[src/rtl/pll_seq_pkg.sv]
// Shared types and default timing constants for the PLL lock sequencer.
// The state encoding and the saturating loss-counter helper live here.
package pll_seq_pkg;

  typedef enum logic [2:0] {
    StResetPll,
    StWaitLock,
    StStabilize,
    StRun,
    StFail
  } pll_state_e;

  localparam int unsigned DefRstPulseCyc   = 16;
  localparam int unsigned DefLockTimeoutCyc = 4000;
  localparam int unsigned DefStableCyc     = 256;
  localparam int unsigned DefMaxRetry      = 3;
  localparam int unsigned DefCntW          = 16;

  localparam int unsigned RetryCntW = 2;
  localparam int unsigned LossCntW  = 8;

  function automatic logic [LossCntW-1:0] sat_inc_loss(input logic [LossCntW-1:0] v);
    return (v == '1) ? v : v + LossCntW'(1);
  endfunction

endpackage

[src/rtl/sync_2ff.sv]
// Two-flop synchroniser for a single asynchronous level.
// Both stages reset to 0 so a stale LOCKED is never seen after reset.
module sync_2ff (
  input  logic clk_i,
  input  logic rst_i,
  input  logic d_i,
  output logic q_o
);

  logic meta_q;
  logic sync_q;

  always_ff @(posedge clk_i) begin
    if (rst_i) begin
      meta_q <= 1'b0;
      sync_q <= 1'b0;
    end else begin
      meta_q <= d_i;
      sync_q <= meta_q;
    end
  end

  assign q_o = sync_q;

endmodule

[src/rtl/pll_lock_sequencer.sv]
// Pulses PLL reset, qualifies LOCKED stability and releases the fast-domain reset.
// Retries on lock timeout, re-sequences on lock loss or relock_req, flags permanent failure.
module pll_lock_sequencer
  import pll_seq_pkg::*;
#(
  parameter int unsigned RST_PULSE_CYC    = DefRstPulseCyc,
  parameter int unsigned LOCK_TIMEOUT_CYC = DefLockTimeoutCyc,
  parameter int unsigned STABLE_CYC       = DefStableCyc,
  parameter int unsigned MAX_RETRY        = DefMaxRetry,
  parameter int unsigned CNT_W            = DefCntW
) (
  input  logic                 clk40m,
  input  logic                 rst,
  input  logic                 pll_locked,
  input  logic                 relock_req,
  output logic                 pll_rst,
  output logic                 sys_rst,
  output logic                 clk_ready,
  output logic                 lock_fail,
  output logic [RetryCntW-1:0] retry_cnt,
  output logic [LossCntW-1:0]  loss_cnt
);

  localparam logic [CNT_W-1:0]     RstLast     = CNT_W'(RST_PULSE_CYC - 1);
  localparam logic [CNT_W-1:0]     TimeoutLast = CNT_W'(LOCK_TIMEOUT_CYC - 1);
  localparam logic [CNT_W-1:0]     StableLast  = CNT_W'(STABLE_CYC - 1);
  localparam logic [RetryCntW-1:0] MaxRetry    = RetryCntW'(MAX_RETRY);

  pll_state_e           state_q;
  logic [CNT_W-1:0]     timer_q;
  logic [CNT_W-1:0]     timer_inc;
  logic                 pll_rst_q;
  logic                 sys_rst_q;
  logic                 clk_ready_q;
  logic                 lock_fail_q;
  logic [RetryCntW-1:0] retry_q;
  logic [LossCntW-1:0]  loss_q;
  logic                 locked_s;

  sync_2ff u_sync_locked (
    .clk_i (clk40m),
    .rst_i (rst),
    .d_i   (pll_locked),
    .q_o   (locked_s)
  );

  // Saturating increment keeps the shared timer from ever wrapping.
  always_comb begin
    timer_inc = (timer_q == '1) ? timer_q : timer_q + CNT_W'(1);
  end

  always_ff @(posedge clk40m) begin
    if (rst) begin
      state_q     <= StResetPll;
      timer_q     <= '0;
      pll_rst_q   <= 1'b1;
      sys_rst_q   <= 1'b1;
      clk_ready_q <= 1'b0;
      lock_fail_q <= 1'b0;
      retry_q     <= '0;
      loss_q      <= '0;
    end else if (relock_req) begin
      state_q     <= StResetPll;
      timer_q     <= '0;
      pll_rst_q   <= 1'b1;
      sys_rst_q   <= 1'b1;
      clk_ready_q <= 1'b0;
      lock_fail_q <= 1'b0;
      retry_q     <= '0;
      // A loss that coincides with the request is still recorded.
      if (state_q == StRun && !locked_s) begin
        loss_q <= sat_inc_loss(loss_q);
      end
    end else begin
      case (state_q)
        StResetPll: begin
          if (timer_q == RstLast) begin
            state_q   <= StWaitLock;
            timer_q   <= '0;
            pll_rst_q <= 1'b0;
          end else begin
            timer_q <= timer_inc;
          end
        end

        StWaitLock: begin
          if (locked_s) begin
            state_q <= StStabilize;
            timer_q <= '0;
          end else if (timer_q == TimeoutLast) begin
            timer_q <= '0;
            if (retry_q == MaxRetry) begin
              state_q     <= StFail;
              lock_fail_q <= 1'b1;
            end else begin
              state_q   <= StResetPll;
              pll_rst_q <= 1'b1;
              retry_q   <= retry_q + RetryCntW'(1);
            end
          end else begin
            timer_q <= timer_inc;
          end
        end

        StStabilize: begin
          if (!locked_s) begin
            state_q <= StWaitLock;
            timer_q <= '0;
          end else if (timer_q == StableLast) begin
            state_q     <= StRun;
            timer_q     <= '0;
            clk_ready_q <= 1'b1;
            sys_rst_q   <= 1'b0;
          end else begin
            timer_q <= timer_inc;
          end
        end

        StRun: begin
          if (!locked_s) begin
            state_q     <= StResetPll;
            timer_q     <= '0;
            pll_rst_q   <= 1'b1;
            sys_rst_q   <= 1'b1;
            clk_ready_q <= 1'b0;
            retry_q     <= '0;
            loss_q      <= sat_inc_loss(loss_q);
          end
        end

        StFail: begin
          pll_rst_q   <= 1'b0;
          sys_rst_q   <= 1'b1;
          clk_ready_q <= 1'b0;
          lock_fail_q <= 1'b1;
        end

        default: begin
          state_q     <= StResetPll;
          timer_q     <= '0;
          pll_rst_q   <= 1'b1;
          sys_rst_q   <= 1'b1;
          clk_ready_q <= 1'b0;
        end
      endcase
    end
  end

  assign pll_rst   = pll_rst_q;
  assign sys_rst   = sys_rst_q;
  assign clk_ready = clk_ready_q;
  assign lock_fail = lock_fail_q;
  assign retry_cnt = retry_q;
  assign loss_cnt  = loss_q;

endmodule

[config.mk]
export PLATFORM = sky130hd
export DESIGN_NAME = pll_lock_sequencer
export DESIGN_NICKNAME = d
export VERILOG_FILES = /design/src/rtl/pll_seq_pkg.sv /design/src/rtl/sync_2ff.sv /design/src/rtl/pll_lock_sequencer.sv
export SDC_FILE = /design/constraint.sdc
export NUM_CORES = 1
export LEC_CHECK = 0
export ABC_AREA = 1
export CORE_AREA = 2 2 84 62
export CTS_BUF_LIST = sky130_fd_sc_hd__clkbuf_4 sky130_fd_sc_hd__clkbuf_8
export DETAILED_ROUTE_END_ITERATION = 7
export DIE_AREA = 0 0 86 64
export GPL_TIMING_DRIVEN = 0
export SLEW_MARGIN = 10
export SYNTH_ARGS = -nofsm -noshare
export SYNTH_HDL_FRONTEND = slang
export SYNTH_HIERARCHICAL = 1
export SYNTH_SLANG_ARGS = --single-unit
[constraint.sdc]
create_clock -name clk40m -period 2.74 [get_ports clk40m]
set_input_delay 0.822 -clock clk40m [delete_from_list [all_inputs] [get_ports clk40m]]
set_output_delay 0.822 -clock clk40m [all_outputs]
set_load 0.01 [all_outputs]
Word-level counts from Yosys, hierarchy flattened
Index checks and enable logic that the tools add are counted.
{"block": "op_classes", "n_addsub": 3, "n_mul": 0, "div_mod_pow": 0, "magnitude_cmp": 0, "n_eq_ne": 22, "shifts": 0, "n_mux": 43, "bitwise_logic": 3, "reduce_logical": 15}
{"op": "$mux W16", "count": 7}
{"op": "$pmux W16 S5", "count": 1}
{"op": "$mux W8", "count": 5}
{"op": "$mux W3", "count": 7}
{"op": "$add A16 B1 Y16 const B", "count": 1}
{"op": "$eq A16 B12 Y1 const B", "count": 1}
{"op": "$eq A16 B16 Y1 const B", "count": 1}
{"op": "$eq A16 B4 Y1 const B", "count": 1}
{"op": "$eq A16 B8 Y1 const B", "count": 1}
{"op": "$ne A2 B2 Y1 const B", "count": 8}
{"op": "$pmux W3 S5", "count": 1}
{"op": "$mux W1", "count": 13}
{"op": "$reduce_and A5 Y1", "count": 2}
{"op": "$add A8 B1 Y8 const B", "count": 1}
{"op": "$eq A8 B8 Y1 const B", "count": 1}
{"op": "$mux W2", "count": 4}
{"op": "$reduce_and A4 Y1", "count": 2}
{"op": "$eq A3 B2 Y1 const B", "count": 2}
{"op": "$pmux W1 S3", "count": 2}
{"op": "$reduce_and A6 Y1", "count": 1}
{"op": "$reduce_bool A2 Y1", "count": 3}
{"op": "$pmux W1 S5", "count": 1}
{"op": "$ne A2 B1 Y1 const B", "count": 2}
{"op": "$pmux W2 S2", "count": 1}
{"op": "14 further kinds", "count": 17}
{"block": "totals", "regBits": 35, "latchBits": 0, "ram_bits": 0, "romBits": 0, "in_bits": 4, "elab_cells": 96, "mem_count": 0}

Longest topological paths before layout
Gate-level depths: netlist of run 1.
{"block": "depth", "ltp_word": 5, "mapped_depth": 11}

By module
Netlist of run 1, hierarchy kept.
{"mod": "pll_lock_sequencer", "n_inst": 1, "cells_per_inst": 307, "area_each_um2": 2000.7, "seq_area_each_um2": 660.6}
{"mod": "sync_2ff", "n_inst": 1, "cells_per_inst": 6, "area_each_um2": 55.1, "seq_area_each_um2": 40.0}

Least setup slack after synthesis of run 1
OpenSTA, ideal clock, no wires.
{"block": "synth_timing", "path_kind": "input-to-reg", "start": "input rst", "end": "register clk_ready_q (netlist: clk_ready)", "setup_time_ns": 0.070, "arrival_ns": 1.494, "setup_slack_ns": 1.176, "path_stages": 4, "path_buffers": 1, "path_cell_list": "nor2_1 inv_1 clkbuf_1 a21oi_1"}
{"block": "synth_between", "elab_chain_cells": 1}
{"element": "from (decl)", "line": "pll_lock_sequencer.sv:13", "text": "input logic rst,"}
{"element": "$reduce_or A2 Y1 (no source line)"}
{"element": "to (signal assigned)", "line": "pll_lock_sequencer.sv:58", "text": "clk_ready_q <= 1'b0;"}
{"element": "to (signal assigned)", "line": "pll_lock_sequencer.sv:67", "text": "clk_ready_q <= 1'b0;"}
{"element": "to (signal assigned)", "line": "pll_lock_sequencer.sv:112", "text": "clk_ready_q <= 1'b1;"}
{"element": "to (decl)", "line": "pll_lock_sequencer.sv:34", "text": "logic clk_ready_q;"}
Every way passes these cells.
A chain may end at the register's enable or synchronous reset.

Worst setup path in the final report of run 1
Same ends and word-level chain as after synthesis.

==> results of run 1 <==
registers in the layout (all words and copies together) (netlist names):
name / count
loss_cnt: 8
sys_rst: 1
u_sync_locked/meta_q: 1
pll_rst: 1
state_q: 3
lock_fail: 1
u_sync_locked/q_o: 1
clk_ready: 1
timer_q: 16
retry_cnt: 2
Yosys cell counts:
master,n
nand2_1,95
nor2_1,47
dfxtp_1,35
inv_1,31
nand3_1,20
a21oi_1,19
o21ai_0,11
inv_2,6
xor2_1,5
nand2_2,4
nand4_1,4
nor2_2,4
xnor2_1,4
ha_1,3
nand3_2,3
nand2_4,2
nand4_4,2
nor3_1,2
o21bai_1,2
clkbuf_1,1
clkinv_2,1
inv_4,1
nand3_4,1
nand3b_1,1
nor2_4,1
nor3_4,1
nor4_1,1
nor4_2,1
o211ai_1,1
o21a_1,1
o21ai_1,1
o21ai_2,1
or2_1,1
cell type report:
type / count / area [um^2] / area share, %
Buffer: 1 / 3.754 / 0.1574
Clock buffer: 6 / 82.58 / 3.463
Clock inverter: 1 / 5.005 / 0.2099
Inverter: 39 / 150.1 / 6.296
Multi-Input combinational cell: 238 / 1201 / 50.37
Sequential cell: 35 / 700.7 / 29.38
Tap cell: 57 / 71.32 / 2.991
Timing Repair Buffer: 17 / 170.2 / 7.135
power breakdown:
part	internal (uW)	switching [uW]	total (uW)
combinational	7.39	13.9	21.3
sequential	511	3.41	515
clock	197	188	385
per-stage QoR:
stage / total power, uW / cell area (um^2)
finish: 921.1 / 2385
global route: 960.8 / 2385
CTS: 938.1 / 2385
detailed placement: 547.7 / 2297
global placement: 547.8 / 2297
floorplan: 536.7 / 2056
worst max-delay path: cells and delay by family:
| family | cells | cell delay [ns] |
|---|---|---|
| AOI/OAI and AO/OA | 1 | 0.18 |
| buffers and inverters | 3 | 1.01 |
| and+or+nand+nor | 1 | 0.54 |
logic make-up (layout without fill, tap and decap cells):
family                     after synthesis  in the layout  synth area share (%)
AOI/OAI and AO/OA                       36             36                 9.434
xor gates and xnor gates                 9              9                 3.834
adders and majority gates                3              3                 1.826
buffers and inverters                   40             64                 7.486
DFF                                     35             35                 34.08
and+or+nand+nor                        190            190                 43.34
path summary, 6_finish.rpt:
kind | from | endpoint | slack (ns) | cells past startpoint
hold reg to reg | u_sync_locked/meta_q$_SDFF_PP0_ | u_sync_locked/q_o$_SDFF_PP0_ | 0.40 | 2
setup reg to reg | timer_q[0]$_SDFFE_PP0P_ | timer_q[4]$_SDFFE_PP0P_ | 1.00 | 8
setup / recovery | rst | clk_ready$_SDFFE_PP0P_ | 0.40 | 5
hold / removal | u_sync_locked/meta_q$_SDFF_PP0_ | u_sync_locked/q_o$_SDFF_PP0_ | 0.40 | 2
routing by layer:
metal	part of all wire, %	track usage, %	vias to the layer above	routed length, um
met4	1.7	7.738	0	76
met2	38	24.03	32	1687
met3	5.2	4.264	8	229
li1	-	-	1036	-
met1	55	27.40	845	2390
met5	0	0	-	0
==> results.sh, run 1 <==
export IMPL_status="finished clean"
export IMPL_synth_area_leaders="dfxtp_1 34%, nand2_1 17%, nor2_1 8.6%, inv_1 5.7%, nand3_1 4.9%"
export IMPL_n_antenna_cell=0
export IMPL_area_growth_pct=16.01
export IMPL_crit_fanout=10
export IMPL_grt_pass1_vias=1698
export IMPL_fin_util_pct=51.28
export IMPL_ant_nets=0
export IMPL_path_cells="clkdlybuf4s50_1 -> nor2_1 -> inv_1 -> clkbuf_1 -> a21oi_1"
export IMPL_yosysWarnings=6
export IMPL_avgSynthCellArea_um2=6.568
export IMPL_netlist_area_um2=2056
export IMPL_cts_setup_buffers=0
export IMPL_period_share_pct=85.47
export IMPL_drive_gt1_share_pct=10.39
export IMPL_die_x_um=86
export IMPL_dieArea_um2=5504
export IMPL_antenna_found_initial=0
export IMPL_place_hpwl_um=3451
export IMPL_fmax_ghz=0.4270
export IMPL_initialDrtViolationCount=101
export IMPL_insertion_delay_ns=0.29
export IMPL_cts_root_buf="clkbuf_8"
export IMPL_drc=0
export IMPL_endpoint_kind="flop"
export IMPL_finalMaxSlewViolations=0
export IMPL_yosysSeqAreaShare_pct=34.08
export IMPL_grt_pass1_wl_um=7817
export IMPL_whs_ns=0.4045
export IMPL_gp_congestion=0.8011
export IMPL_row_count=21
export IMPL_path_class="in -> reg"
export IMPL_layout_common_cells="95 x nand2_1, 47 x nor2_1, 35 x dfxtp_1"
export IMPL_clock_skew_ns=0.005613
export IMPL_ir_drop_uv=198.1
export IMPL_leakagePower_uw=0.0009546
export IMPL_clk_path_buf_depth=2
export IMPL_hp_class="reg -> reg"
export IMPL_ys_seq_elements=35
export IMPL_finalWirelength_um=4383
export IMPL_cts_resized=0
export IMPL_crit_slowest_cell="clkdlybuf4s50_1"
export IMPL_start_util_pct=44.20
export IMPL_vias=1921
export IMPL_synth_cells=313
export IMPL_nFillCells=478
export IMPL_firstDrtPassIters=4
export IMPL_final_common_cell="nand2_1"
export IMPL_clkTransAtPathRegs_ns=0.07
export IMPL_numClockSinks=35
export IMPL_ys_types=33
export IMPL_rsz0062_at_grt="false"
export IMPL_max_stage_delay_ns=0.57
export IMPL_finalSetupViolations=0
export IMPL_period_needed_ns=2.342
export IMPL_cts_made_buffers=5
export IMPL_cp_arrival_ns=2.56
export IMPL_cts_hold_buf=0
export IMPL_start_kind="primary input"
export IMPL_layout_setup_ws_ns=0.3981
export IMPL_max_cap_violations=0
export IMPL_overflow=0
export IMPL_viasPerCell=4.876
export IMPL_hold_violations=0
export IMPL_die_h_um=64
export IMPL_track_usage_pct=18.13
export IMPL_p_per_area_nw_per_um2=386.2
export IMPL_tightestPinTransition_ns=0.5880
export IMPL_io_pins=18
export IMPL_core_area_um2=4651
export IMPL_place_ws_ns=0.1277
export IMPL_grt_max_degree=11
export IMPL_slew_headroom_pct=60.66
export IMPL_nets=344
export IMPL_ctsHtreeMaxLevel=2
export IMPL_tns_ns=0
export IMPL_tritoncts="done"
export IMPL_synth_top_area_cell="dfxtp_1"
export IMPL_cp_required_ns=2.96
export IMPL_dp_cells=387
export IMPL_synth_nets=320
export IMPL_wire_per_inst_um=11.12
export IMPL_portBuffers=17
export IMPL_instances_no_fill=394
export IMPL_synth_top_area_share_pct=34.08
Power figures use the tool's default switching activity.
==> inputs of run 2 (changes only) <==
ABC_CLOCK_PERIOD_IN_PS = 2740   (was not set)
==> results of run 2 <==
No change in the layout: final DEF, timing and power equal those of run 1.
